## config.mk

```make
export PLATFORM = sky130hd
export DESIGN_NAME = kypd_scan_debounce_flat
export DESIGN_NICKNAME = d
export VERILOG_FILES = /design/src/rtl/kypd_pkg.sv /design/src/rtl/kypd_if.sv /design/src/rtl/kypd_col_scan.sv /design/src/rtl/kypd_scan_debounce.sv /design/src/flat_wrapper.sv
export SDC_FILE = /design/constraint.sdc
export NUM_CORES = 1
export LEC_CHECK = 0
export ABC_AREA = 1
export CORE_UTILIZATION = 35
export CTS_CLUSTER_SIZE = 12
export DETAILED_ROUTE_END_ITERATION = 6
export PLACE_DENSITY = 0.5
export SETUP_SLACK_MARGIN = 0.02
export SLEW_MARGIN = 20
export SYNTH_ARGS = -nofsm -noshare
export SYNTH_HDL_FRONTEND = slang
export SYNTH_SLANG_ARGS = --single-unit
```

## constraint.sdc

```tcl
create_clock -name clk -period 7.7 [get_ports clk]
set_input_delay 1.54 -clock clk [delete_from_list [all_inputs] [get_ports clk]]
set_output_delay 1.54 -clock clk [all_outputs]
set_load 0.03 [all_outputs]
```

## src/rtl/kypd_pkg.sv

```systemverilog
// Shared types and constants for the PmodKYPD scan/debounce front end.
package kypd_pkg;

  localparam int unsigned NUM_COLS = 4;
  localparam int unsigned NUM_ROWS = 4;
  localparam int unsigned NUM_KEYS = NUM_COLS * NUM_ROWS;

  typedef logic [3:0] key_code_t;

  // Scan snapshot classification.
  typedef enum logic [1:0] {
    NONE  = 2'd0,
    KEY   = 2'd1,
    MULTI = 2'd2
  } cls_e;

  // One classified scan: class plus key code (code is 0 unless class is KEY).
  typedef struct packed {
    cls_e      cls;
    key_code_t code;
  } scan_cls_t;

  // Key map, entry (col*4 + row) at bits [4*i+3:4*i].
  localparam logic [63:0] KEY_MAP = {
    4'hD, 4'hC, 4'hB, 4'hA,   // col3 rows 3..0
    4'hE, 4'h9, 4'h6, 4'h3,   // col2
    4'hF, 4'h8, 4'h5, 4'h2,   // col1
    4'h0, 4'h7, 4'h4, 4'h1    // col0
  };

  // Key code for a pressed-vector bit index.
  function automatic key_code_t key_lookup(input logic [3:0] idx);
    return KEY_MAP[{idx, 2'b00} +: 4];
  endfunction

endpackage

```

## src/rtl/kypd_if.sv

```systemverilog
// Key event valid/ready channel toward the display/consumer.
interface kypd_if;
  import kypd_pkg::*;

  key_code_t key_code;
  logic      key_valid;
  logic      key_ready;

  modport master (output key_code, output key_valid, input key_ready);
  modport slave  (input key_code, input key_valid, output key_ready);
endinterface

```

## src/rtl/kypd_col_scan.sv

```systemverilog
// Column driver, row synchronizer and 16-bit snapshot assembly.
module kypd_col_scan
  import kypd_pkg::*;
#(
  parameter int unsigned SCAN_CYCLES = 100000
) (
  input  logic                clk,
  input  logic                rst,
  input  logic [NUM_ROWS-1:0] row,
  output logic [NUM_COLS-1:0] col,
  output logic [NUM_KEYS-1:0] pressed,
  output logic                scan_done
);

  localparam int unsigned DW_W = (SCAN_CYCLES > 1) ? $clog2(SCAN_CYCLES) : 1;
  localparam logic [DW_W-1:0] DW_LAST = DW_W'(SCAN_CYCLES - 1);

  logic [NUM_ROWS-1:0] row_meta_q, row_meta_d;
  logic [NUM_ROWS-1:0] row_sync_q, row_sync_d;
  logic [DW_W-1:0]     dwell_q, dwell_d;
  logic [1:0]          col_idx_q, col_idx_d;
  logic [NUM_COLS-1:0] col_q, col_d;
  logic [NUM_KEYS-1:0] accum_q, accum_d;
  logic [NUM_KEYS-1:0] snap_q, snap_d;
  logic                scan_done_q, scan_done_d;

  // Synchronize rows, step dwell/column, capture rows on the last dwell cycle.
  always_comb begin
    row_meta_d  = row;
    row_sync_d  = row_meta_q;
    dwell_d     = dwell_q;
    col_idx_d   = col_idx_q;
    col_d       = col_q;
    accum_d     = accum_q;
    snap_d      = snap_q;
    scan_done_d = 1'b0;

    if (dwell_q == DW_LAST) begin
      dwell_d = '0;
      accum_d[{col_idx_q, 2'b00} +: 4] = ~row_sync_q;
      col_idx_d = col_idx_q + 2'd1;
      col_d     = ~(4'b0001 << col_idx_d);
      if (col_idx_q == 2'd3) begin
        snap_d      = {~row_sync_q, accum_q[11:0]};
        scan_done_d = 1'b1;
      end
    end else begin
      dwell_d = dwell_q + DW_W'(1);
    end
  end

  // State registers; rows reset to idle (released) level.
  always_ff @(posedge clk) begin
    if (rst) begin
      row_meta_q  <= 4'hF;
      row_sync_q  <= 4'hF;
      dwell_q     <= '0;
      col_idx_q   <= 2'd0;
      col_q       <= 4'b1110;
      accum_q     <= '0;
      snap_q      <= '0;
      scan_done_q <= 1'b0;
    end else begin
      row_meta_q  <= row_meta_d;
      row_sync_q  <= row_sync_d;
      dwell_q     <= dwell_d;
      col_idx_q   <= col_idx_d;
      col_q       <= col_d;
      accum_q     <= accum_d;
      snap_q      <= snap_d;
      scan_done_q <= scan_done_d;
    end
  end

  assign col       = col_q;
  assign pressed   = snap_q;
  assign scan_done = scan_done_q;

endmodule

```

## src/rtl/kypd_scan_debounce.sv

```systemverilog
// Keypad scan, debounce and one-event-per-press output register.
module kypd_scan_debounce
  import kypd_pkg::*;
#(
  parameter int unsigned SCAN_CYCLES    = 100000,
  parameter int unsigned DEBOUNCE_SCANS = 4
) (
  input  logic                clk,
  input  logic                rst,
  output logic [NUM_COLS-1:0] col,
  input  logic [NUM_ROWS-1:0] row,
  kypd_if.master              key_if,
  output logic                key_held,
  output logic                overrun
);

  localparam int unsigned CNT_W = $clog2(DEBOUNCE_SCANS + 1);
  localparam logic [CNT_W-1:0] CNT_MAX = CNT_W'(DEBOUNCE_SCANS);

  localparam logic [0:0] STATE_IDLE = 1'b0;
  localparam logic [0:0] STATE_HELD = 1'b1;

  logic [NUM_KEYS-1:0] pressed;
  logic                scan_done;

  kypd_col_scan #(.SCAN_CYCLES(SCAN_CYCLES)) u_col_scan (
    .clk       (clk),
    .rst       (rst),
    .row       (row),
    .col       (col),
    .pressed   (pressed),
    .scan_done (scan_done)
  );

  logic [4:0]  pop_c;
  logic [3:0]  hit_c;
  scan_cls_t   cand_c;

  logic [0:0]       state_q, state_d;
  scan_cls_t        prev_q, prev_d;
  logic [CNT_W-1:0] match_q, match_d;
  key_code_t        held_code_q, held_code_d;
  key_code_t        key_code_q, key_code_d;
  logic             key_valid_q, key_valid_d;
  logic             overrun_q, overrun_d;
  logic             press_c;
  logic             accept_c;

  // Classify the snapshot: count set bits and remember the set index.
  always_comb begin
    pop_c = '0;
    hit_c = '0;
    for (int i = 0; i < int'(NUM_KEYS); i++) begin
      if (pressed[i]) begin
        pop_c = pop_c + 5'd1;
        hit_c = 4'(i);
      end
    end
    cand_c.code = '0;
    if (pop_c == 5'd0) begin
      cand_c.cls = NONE;
    end else if (pop_c == 5'd1) begin
      cand_c.cls  = KEY;
      cand_c.code = key_lookup(hit_c);
    end else begin
      cand_c.cls = MULTI;
    end
  end

  // Debounce FSM next state and output register update.
  always_comb begin
    state_d     = state_q;
    prev_d      = prev_q;
    match_d     = match_q;
    held_code_d = held_code_q;
    key_code_d  = key_code_q;
    key_valid_d = key_valid_q;
    overrun_d   = overrun_q;
    press_c     = 1'b0;
    accept_c    = key_valid_q && key_if.key_ready;

    if (scan_done) begin
      prev_d = cand_c;
      if (cand_c.cls == MULTI) begin
        match_d = '0;
      end else begin
        if (cand_c == prev_q) begin
          match_d = (match_q == CNT_MAX) ? match_q : match_q + CNT_W'(1);
        end else begin
          match_d = CNT_W'(1);
        end
        if (match_d == CNT_MAX) begin
          case (state_q)
            STATE_IDLE: begin
              if (cand_c.cls == KEY) begin
                state_d     = STATE_HELD;
                held_code_d = cand_c.code;
                press_c     = 1'b1;
              end
            end
            default: begin
              if (cand_c.cls == NONE) begin
                state_d = STATE_IDLE;
              end else begin
                held_code_d = cand_c.code;
              end
            end
          endcase
        end
      end
    end

    if (accept_c) begin
      key_valid_d = 1'b0;
      overrun_d   = 1'b0;
    end
    if (press_c) begin
      if (!key_valid_q || accept_c) begin
        key_code_d  = cand_c.code;
        key_valid_d = 1'b1;
      end else begin
        overrun_d = 1'b1;
      end
    end
  end

  // State registers.
  always_ff @(posedge clk) begin
    if (rst) begin
      state_q     <= STATE_IDLE;
      prev_q      <= '{cls: NONE, code: 4'h0};
      match_q     <= '0;
      held_code_q <= '0;
      key_code_q  <= '0;
      key_valid_q <= 1'b0;
      overrun_q   <= 1'b0;
    end else begin
      state_q     <= state_d;
      prev_q      <= prev_d;
      match_q     <= match_d;
      held_code_q <= held_code_d;
      key_code_q  <= key_code_d;
      key_valid_q <= key_valid_d;
      overrun_q   <= overrun_d;
    end
  end

  assign key_if.key_code  = key_code_q;
  assign key_if.key_valid = key_valid_q;
  assign key_held         = (state_q == STATE_HELD);
  assign overrun          = overrun_q;

endmodule

```

## src/flat_wrapper.sv

```systemverilog
// flat-port wrapper written by rule: the top's interface ports become plain ports
module kypd_scan_debounce_flat import kypd_pkg::*;
#(
  parameter int unsigned SCAN_CYCLES    = 100000,
  parameter int unsigned DEBOUNCE_SCANS = 4
)
  (clk, rst, col, row, key_held, overrun, key_if_key_code, key_if_key_valid, key_if_key_ready);
  kypd_if key_if_i ();
  input  logic clk;
  input  logic rst;
  output logic [NUM_COLS-1:0] col;
  input  logic [NUM_ROWS-1:0] row;
  output logic key_held;
  output logic overrun;
  output wire logic [$bits(key_if_i.key_code)-1:0] key_if_key_code;
  output wire logic [$bits(key_if_i.key_valid)-1:0] key_if_key_valid;
  input wire logic [$bits(key_if_i.key_ready)-1:0] key_if_key_ready;
  assign key_if_key_code = key_if_i.key_code;
  assign key_if_key_valid = key_if_i.key_valid;
  assign key_if_i.key_ready = key_if_key_ready;
  kypd_scan_debounce #(.SCAN_CYCLES(SCAN_CYCLES), .DEBOUNCE_SCANS(DEBOUNCE_SCANS)) u_core (.clk(clk), .rst(rst), .col(col), .row(row), .key_if(key_if_i), .key_held(key_held), .overrun(overrun));
endmodule
```

# Yosys cells after proc, flatten, opt, wreduce, memory -nomap -nowiden
# Index checks and enable logic that the tools add are counted.
[totals] reg_bits=80 latch_bits=0 ram_bits=0 mem_bits_ro=0 in_bits=7 out_inout_bits=11 mem_count=0
[classes] addsub=19 mul=0 div_mod_pow=0 order_cmp=0 eq_ne=8 shift=4 muxes=55 bitwise_logic=4 reduce_logical=10
[ops] operator="5-bit 2-to-1 mux" count=15
[ops] operator="5-bit by 1-bit adder with 5-bit output, second input constant" count=14
[ops] operator="64-bit by 7-bit indexed part select with 4-bit output, first input constant" count=1
[ops] operator="4-bit 2-to-1 mux" count=10
[ops] operator="3-bit 2-to-1 mux" count=9
[ops] operator="17-bit by 1-bit adder with 17-bit output, second input constant" count=1
[ops] operator="17-bit equality test, second input constant" count=1
[ops] operator="16-bit bitwise mux" count=1
[ops] operator="1-bit 2-to-1 mux" count=16
[ops] operator="4-bit by 6-bit variable shift with 16-bit output, first input constant" count=1
[ops] operator="4-bit by 6-bit indexed part select with 16-bit output" count=1
[ops] operator="2-bit 2-to-1 mux" count=4
[ops] operator="4-bit inverter" count=2
[ops] operator="3-bit equality test, second input constant" count=2
[ops] operator="6-bit equality test" count=1
[ops] operator="4-bit negation with 6-bit output" count=1
[ops] operator="5-bit by 1-bit equality test with 1-bit output, second input constant" count=1
[ops] operator="5-bit logical NOT" count=1
[ops] operator="2-bit equality test, second input constant" count=2
[ops] operator="2-bit AND reduction" count=2
[ops] operator="2-bit OR reduction" count=2
[ops] operator="1-bit by 2-bit << shifter with 4-bit output, first input constant" count=1
[ops] operator="3-bit by 1-bit adder with 3-bit output, second input constant" count=1
[ops] operator="3-bit AND reduction" count=1
[ops] operator="other kinds (8)" count=9

# Logic depth before layout (Yosys ltp)
[depth] depth_word=43 depth_mapped=62 ltp_nobuf=62

# Modules after synthesis
# From an unflattened synthesis, not the netlist that was laid out.
[unflattened] hier_cells=838 hier_area_um2=5343.9
[modules_own_cells] module="kypd_scan_debounce" instances=1 cells_each=509 area_per_inst_um2=2781.4 seq_area_each_um2=320.3
[modules_own_cells] module="kypd_col_scan" instances=1 cells_each=329 area_per_inst_um2=2562.5 seq_area_each_um2=1201.2

# Least setup slack after synthesis
# Ideal clock, no wire load.
[synth_timing] path_type="register to register" from="register u_core.u_col_scan.snap_q[0], in the netlist u_core.u_col_scan.pressed[0]" to="register u_core.key_code_q[0], in the netlist u_core.key_if.key_code[0]" setup_ns=0.113 arrival_time_ns=8.158 required_time_ns=7.587 setup_slack_ns=-0.571 stages_incl_launch_ff=60 synth_period_minus_slack_ns=8.271 path_cell_list="dfxtp_1 -> inv_1 -> ha_1 -> inv_1 -> nand2_4 -> nand2_1 -> inv_1 -> ha_1 -> nand2_1 -> nand2_1 -> ha_1 -> or2_1 -> nand2_1 -> inv_1 -> ha_1 -> nand2_1 -> nand2_2 -> ha_1 -> [24 not listed] -> or2_2 -> o21ai_2 -> inv_1 -> ha_1 -> nand2_1 -> o21ai_0 -> nor3_2 -> nand3_4 -> nor2_8 -> nand2_2 -> nand2_1 -> nand2_1 -> nor2_2 -> nand4_2 -> nor2_4 -> nand3_4 -> nor2_1 -> nor2_1"
[synth_between] elab_chain_cells=43 word_cells_on_any_way=50
[synth_rtl] item="start: declaration" line="kypd_col_scan.sv:24" source="logic [NUM_KEYS-1:0] snap_q, snap_d;"
[synth_rtl] item="start signal: assignment" line="kypd_col_scan.sv:70" source="snap_q <= snap_d;"
[synth_rtl] item="1-bit 2-to-1 mux *" line="kypd_scan_debounce.sv:54" source="if (pressed[i]) begin"
[synth_rtl] item="1-bit by 1-bit adder with 2-bit output" line="kypd_scan_debounce.sv:55" source="pop_c = pop_c + 5'd1;"
[synth_rtl] item="5-bit 2-to-1 mux *" line="kypd_scan_debounce.sv:54"
[synth_rtl] item="5-bit by 1-bit adder with 5-bit output" line="kypd_scan_debounce.sv:55"
[synth_rtl] item="5-bit 2-to-1 mux *" line="kypd_scan_debounce.sv:54"
[synth_rtl] item="5-bit by 1-bit adder with 5-bit output" line="kypd_scan_debounce.sv:55"
[synth_rtl] item="5-bit 2-to-1 mux *" line="kypd_scan_debounce.sv:54"
[synth_rtl] item="5-bit by 1-bit adder with 5-bit output" line="kypd_scan_debounce.sv:55"
[synth_rtl] item="[27 not listed]"
[synth_rtl] item="3-bit 2-to-1 mux" line="kypd_scan_debounce.sv:87" source="if (cand_c == prev_q) begin"
[synth_rtl] item="3-bit 2-to-1 mux" line="kypd_scan_debounce.sv:84" source="if (cand_c.cls == MULTI) begin"
[synth_rtl] item="3-bit 2-to-1 mux" line="kypd_scan_debounce.sv:82" source="if (scan_done) begin"
[synth_rtl] item="3-bit equality test" line="kypd_scan_debounce.sv:92" source="if (match_d == CNT_MAX) begin"
[synth_rtl] item="1-bit 2-to-1 mux" line="kypd_scan_debounce.sv:92"
[synth_rtl] item="1-bit 2-to-1 mux" line="kypd_scan_debounce.sv:84"
[synth_rtl] item="1-bit 2-to-1 mux" line="kypd_scan_debounce.sv:82"
[synth_rtl] item="2-bit AND reduction (no source line)"
[synth_rtl] item="end signal: assignment" line="kypd_scan_debounce.sv:142" source="key_code_q <= key_code_d;"
[synth_rtl] item="end: declaration" line="kypd_scan_debounce.sv:43" source="key_code_t key_code_q, key_code_d;"
# Mark *: on every way between the ends. The rest lies on a longest branch, timed or not. The select of a mux whose other input is x is not followed.
# A chain may end at the register's enable or synchronous reset.

# Worst setup path in the final report
[layout_timing] from="register u_core.u_col_scan.snap_q[1], in the netlist u_core.u_col_scan.pressed[1]" to="register u_core.key_code_q[3], in the netlist u_core.key_if.key_code[3]"
[layout_between] elab_chain_cells=41 word_cells_on_any_way=64
[layout_rtl] item="5-bit 2-to-1 mux" line="kypd_scan_debounce.sv:54"
[layout_rtl] item="5-bit by 1-bit adder with 5-bit output" line="kypd_scan_debounce.sv:55"
[layout_rtl] item="5-bit 2-to-1 mux" line="kypd_scan_debounce.sv:54"
[layout_rtl] item="5-bit by 1-bit adder with 5-bit output" line="kypd_scan_debounce.sv:55"
[layout_rtl] item="5-bit 2-to-1 mux" line="kypd_scan_debounce.sv:54"
[layout_rtl] item="5-bit by 1-bit adder with 5-bit output" line="kypd_scan_debounce.sv:55"
[layout_rtl] item="5-bit 2-to-1 mux" line="kypd_scan_debounce.sv:54"
[layout_rtl] item="5-bit by 1-bit adder with 5-bit output" line="kypd_scan_debounce.sv:55"
[layout_rtl] item="[25 not listed]"
[layout_rtl] item="3-bit 2-to-1 mux" line="kypd_scan_debounce.sv:87"
[layout_rtl] item="3-bit 2-to-1 mux" line="kypd_scan_debounce.sv:84"
[layout_rtl] item="3-bit 2-to-1 mux" line="kypd_scan_debounce.sv:82"
[layout_rtl] item="3-bit equality test" line="kypd_scan_debounce.sv:92"
[layout_rtl] item="1-bit 2-to-1 mux" line="kypd_scan_debounce.sv:92"
[layout_rtl] item="1-bit 2-to-1 mux" line="kypd_scan_debounce.sv:84"
[layout_rtl] item="1-bit 2-to-1 mux" line="kypd_scan_debounce.sv:82"
[layout_rtl] item="2-bit AND reduction (no source line)"
# Several ways; a longest one is shown, not always the timed one. The select of a mux whose other input is x is not followed.

==> metrics.txt <==
post-route insts no fill=1073; initial detailed-routing violation count=200; DIE HEIGHT=124 um; H-tree depth=3; Yosys Warn Count=0; final setup margin=-88.0 ps; largest net degree at the start of global routing=39; Clock Tree Buf Depth=2; Simple-Gate Fraction of Synth Area=42.2%; Critical R2R Launch=u_core.u_col_scan.pressed[1]; failing checks=setup timing; worst hold start=u_core.u_col_scan.row_meta_q[1]; Worst Hold Endpoint=u_core.u_col_scan.row_sync_q[1]; EDFF count, synth=0; Layout Nets=about 920; fraction of the cycle the final worst path needs=101%; type of origin of the critical path=register; area leader, netlist=dfxtp_1; Std-Cell Rows=44; Syn-to-layout area delta=35.9%; Final ANT Viol Nets=0; CTS sink cnt=76; Ant. Diodes=0; Core Area=between 10000 and 15000 sq um; Tot Pwr=0.849 mW; Placed Cells=1008; top cells by area, synth=dfxtp_1 29%, nand2_1 12%, inv_1 9.2%; sequential share of power=47.1%; max_cap viols=0; Leakage=between 3 and 4 nW; xor/xnor share of the synthesized area=1.01%; grt total ovfl=0; Mapped Nets=between 800 and 900; Hold Path Class=reg -> reg; Crit Reg-Reg Endpoint=u_core.key_if.key_code[3]; #FFs+latches synth=76; post-synthesis cell area=5190 sq um; WL/cell=11.8 um; hold buffers post-CTS=0; initial antenna violation count=0; Clk pwr share=50.4%; sequential-to-total area share from yosys stat=roughly 29%; RSZ-0062 raised after global routing=yes; clk_lat worst skew=330 ps; Worst Tran Pin Value=around 750 ps; Comb pwr share=2.5%; first-pass iteration count of the detailed router=4; Top cell by count, worst path=nand2_4; Hold Fails Final Rpt=0; Slew headroom=50.1%; Worst R2R Path Depth=61; post-synth cell types=42; Global Route Usage Sum=between 10% and 20%; Pwr per Cell Area=120 nW/um^2; root buf cell=clkbuf_16; prevailing post-synth register cell=dfxtp_1; ys async rst share=0%; Setup Crit Path Kind=reg -> reg; largest family of logic cells by synthesized area=simple AND/OR/NAND/NOR gates; Max VDD drop=0.000122 V; port bufs=17; clock-pin slew on the worst setup and hold paths=60 ps; DR vias/cell=4.67; Fin Clk Skew=8.98 ps; full die area=15300 sq um; Syn Inst Count=783; routability congestion estimate=0.788; status=complete, but fails checks; number of global-route vias before repair=4837; Worst Path Arrival=approximately 8100 ps; drt drc=0; final instance area=between 7000 and 8000 sq um; Num CTS Buffers=9; Compound-Gate Fraction of Synth Area=10.6%; Setup violations, final=7; Max FO, Critical Path=8; Internal=about 0.67 mW; Required @ worst endpoint=roughly 8000 ps; Post-DP HPWL=8830 um; TritonCTS clock tree=done; DR vias=5010; Initial Utilization=35.8%; num ports=18; ratio of cells with drive above 1 in the final layout=33.2%; CP max-delay cell=dfxtp_2; fmax=128 MHz; Post-DP Area=6000 sq um; Die W=124 um; top cell type's share of synthesized area=between 20% and 30%; sw power=0.183 mW; Post-Synth Adder-Cell Area=6.27%; first-pass GRT wire length=21600 um; CP Capture Type=register; syn_area_per_cell=about 6.6 sq um; net switching fraction of the power=21.6%; Final Util=48.7%; Tmin final=7790 ps; routed wire length=12700 um; max incr delay on CP=330 ps; worst hold stages=1; Final Max Slew Viols=0; Reg2Reg Setup Slack=-90 ps; mux cell area share after synthesis=0%
## registers in the layout, indices dropped and copies added (netlist names), 2 cells and up, named ones only
signal	cells
u_core.match_q	3
u_core.u_col_scan.col	4
u_core.key_if.key_code	4
u_core.u_col_scan.pressed	16
u_core.u_col_scan.accum_q	12
u_core.u_col_scan.col_idx_q	2
u_core.prev_q	6
u_core.u_col_scan.dwell_q	17
u_core.u_col_scan.row_sync_q	4
u_core.u_col_scan.row_meta_q	4
## metrics by stage
stage | setup TNS, ps | setup WS (ps) | hold WS, ps
6_report | -488 | -88.0 | 413
5_1_grt | -4720 | -544 | 431
4_1_cts | -1720 | -248 | 415
3_5_place_dp | -2180 | -327 | 401
3_3_place_gp | -492 | -104 | 393
2_1_floorplan | -135 | -42.3 | 389
## timing repair
item                                   CTS  global route
buffers inserted                        43            11
resized for setup                       23            66
pin swaps                               52            72
endpoints found under the hold margin    0             0
setup endpoints to repair               10            16
## layer usage
layer,GRT usage [%],vias up,part of all wire (%)
li1,-,2677,-
met1,22.3,2257,48
met2,30.7,59,48
met3,1.60,17,1.7
met4,6.25,0,1.8
met5,0,-,0
## cell families after synthesis
| logic type | after synthesis |
|---|---|
| AOI/OAI and AO/OA | 93 |
| DFF | 76 |
| buffers and inverters | 145 |
| adders and majority gates | 26 |
| xor gates and xnor gates | 6 |
| and+or+nand+nor | 437 |
## worst max-delay path by stage
stage                                     end                    startpoint  slack, ps  cells after the start
global placement    u_core.key_if.key_code[1]  u_core.u_col_scan.pressed[1]       -100                     60
global route        u_core.key_if.key_code[3]  u_core.u_col_scan.pressed[0]       -540                     71
finish              u_core.key_if.key_code[3]  u_core.u_col_scan.pressed[1]        -90                     61
floorplan           u_core.key_if.key_code[0]  u_core.u_col_scan.pressed[1]        -40                     59
detailed placement  u_core.key_if.key_code[1]  u_core.u_col_scan.pressed[1]       -330                     60
CTS                 u_core.key_if.key_code[1]  u_core.u_col_scan.pressed[1]       -250                     60
## worst max-delay path, delay by kind of cell, from the launching register on
kind | cells | cell delay [ps]
AOI/OAI and AO/OA | 2 | 140
adders and majority gates | 13 | 3110
buffers and inverters | 7 | 500
DFF | 1 | 330
and+or+nand+nor | 39 | 3580
## cells in the final DEF (no fill, tap or decap), types with 17 or more instances in the layout
master / synthesis / layout
nand2_2: 61 / 68
a21oi_1: 38 / 37
nand3_2: 20 / 28
nand2_1: 165 / 123
nor2_1: 90 / 89
clkdlybuf4s50_1: 0 / 17
inv_1: 127 / 120
nand3_1: 47 / 36
o21ai_0: 23 / 22
dfxtp_1: 76 / 74
buf_4: 0 / 81
nand2_4: 2 / 37
## final cells by class
type,instances,area [sq um]
fillers,1432,7430
clock buffers,11,243
clock inverters,5,60.1
multi-input cells,562,3680
inverters,135,512
flip-flops and latches,76,1520
well taps,184,230
repair buffers,100,801
## power by group through the flow
stage          Combinational, mW  Sequential, mW  Clock, mW
6_report                  0.0212           0.400      0.428
3_5_place_dp              0.0214           0.409          0
3_3_place_gp              0.0210           0.409          0
2_1_floorplan             0.0146           0.408          0
5_1_grt                   0.0252           0.400      0.456
4_1_cts                   0.0214           0.400      0.438
## synth_stat cells, types with 2 or more instances
| cell type | n |
|---|---|
| nand2_1 | 165 |
| inv_1 | 127 |
| nor2_1 | 90 |
| dfxtp_1 | 76 |
| nand2_2 | 61 |
| nand3_1 | 47 |
| a21oi_1 | 38 |
| ha_1 | 26 |
| o21ai_0 | 23 |
| nand3_2 | 20 |
| a211oi_1 | 16 |
| or2_2 | 12 |
| clkbuf_1 | 9 |
| nand3b_1 | 9 |
| inv_2 | 8 |
| nor3_1 | 8 |
| nor2_2 | 5 |
| nand4_1 | 4 |
| a21boi_0 | 3 |
| o211a_1 | 3 |
| xnor2_1 | 3 |
| xor2_1 | 3 |
| a31oi_1 | 2 |
| nand2_4 | 2 |
| nand3_4 | 2 |
| nor2_4 | 2 |
| nor3_2 | 2 |
| nor4_1 | 2 |
| o22ai_1 | 2 |
Power figures use the tool's default switching activity.
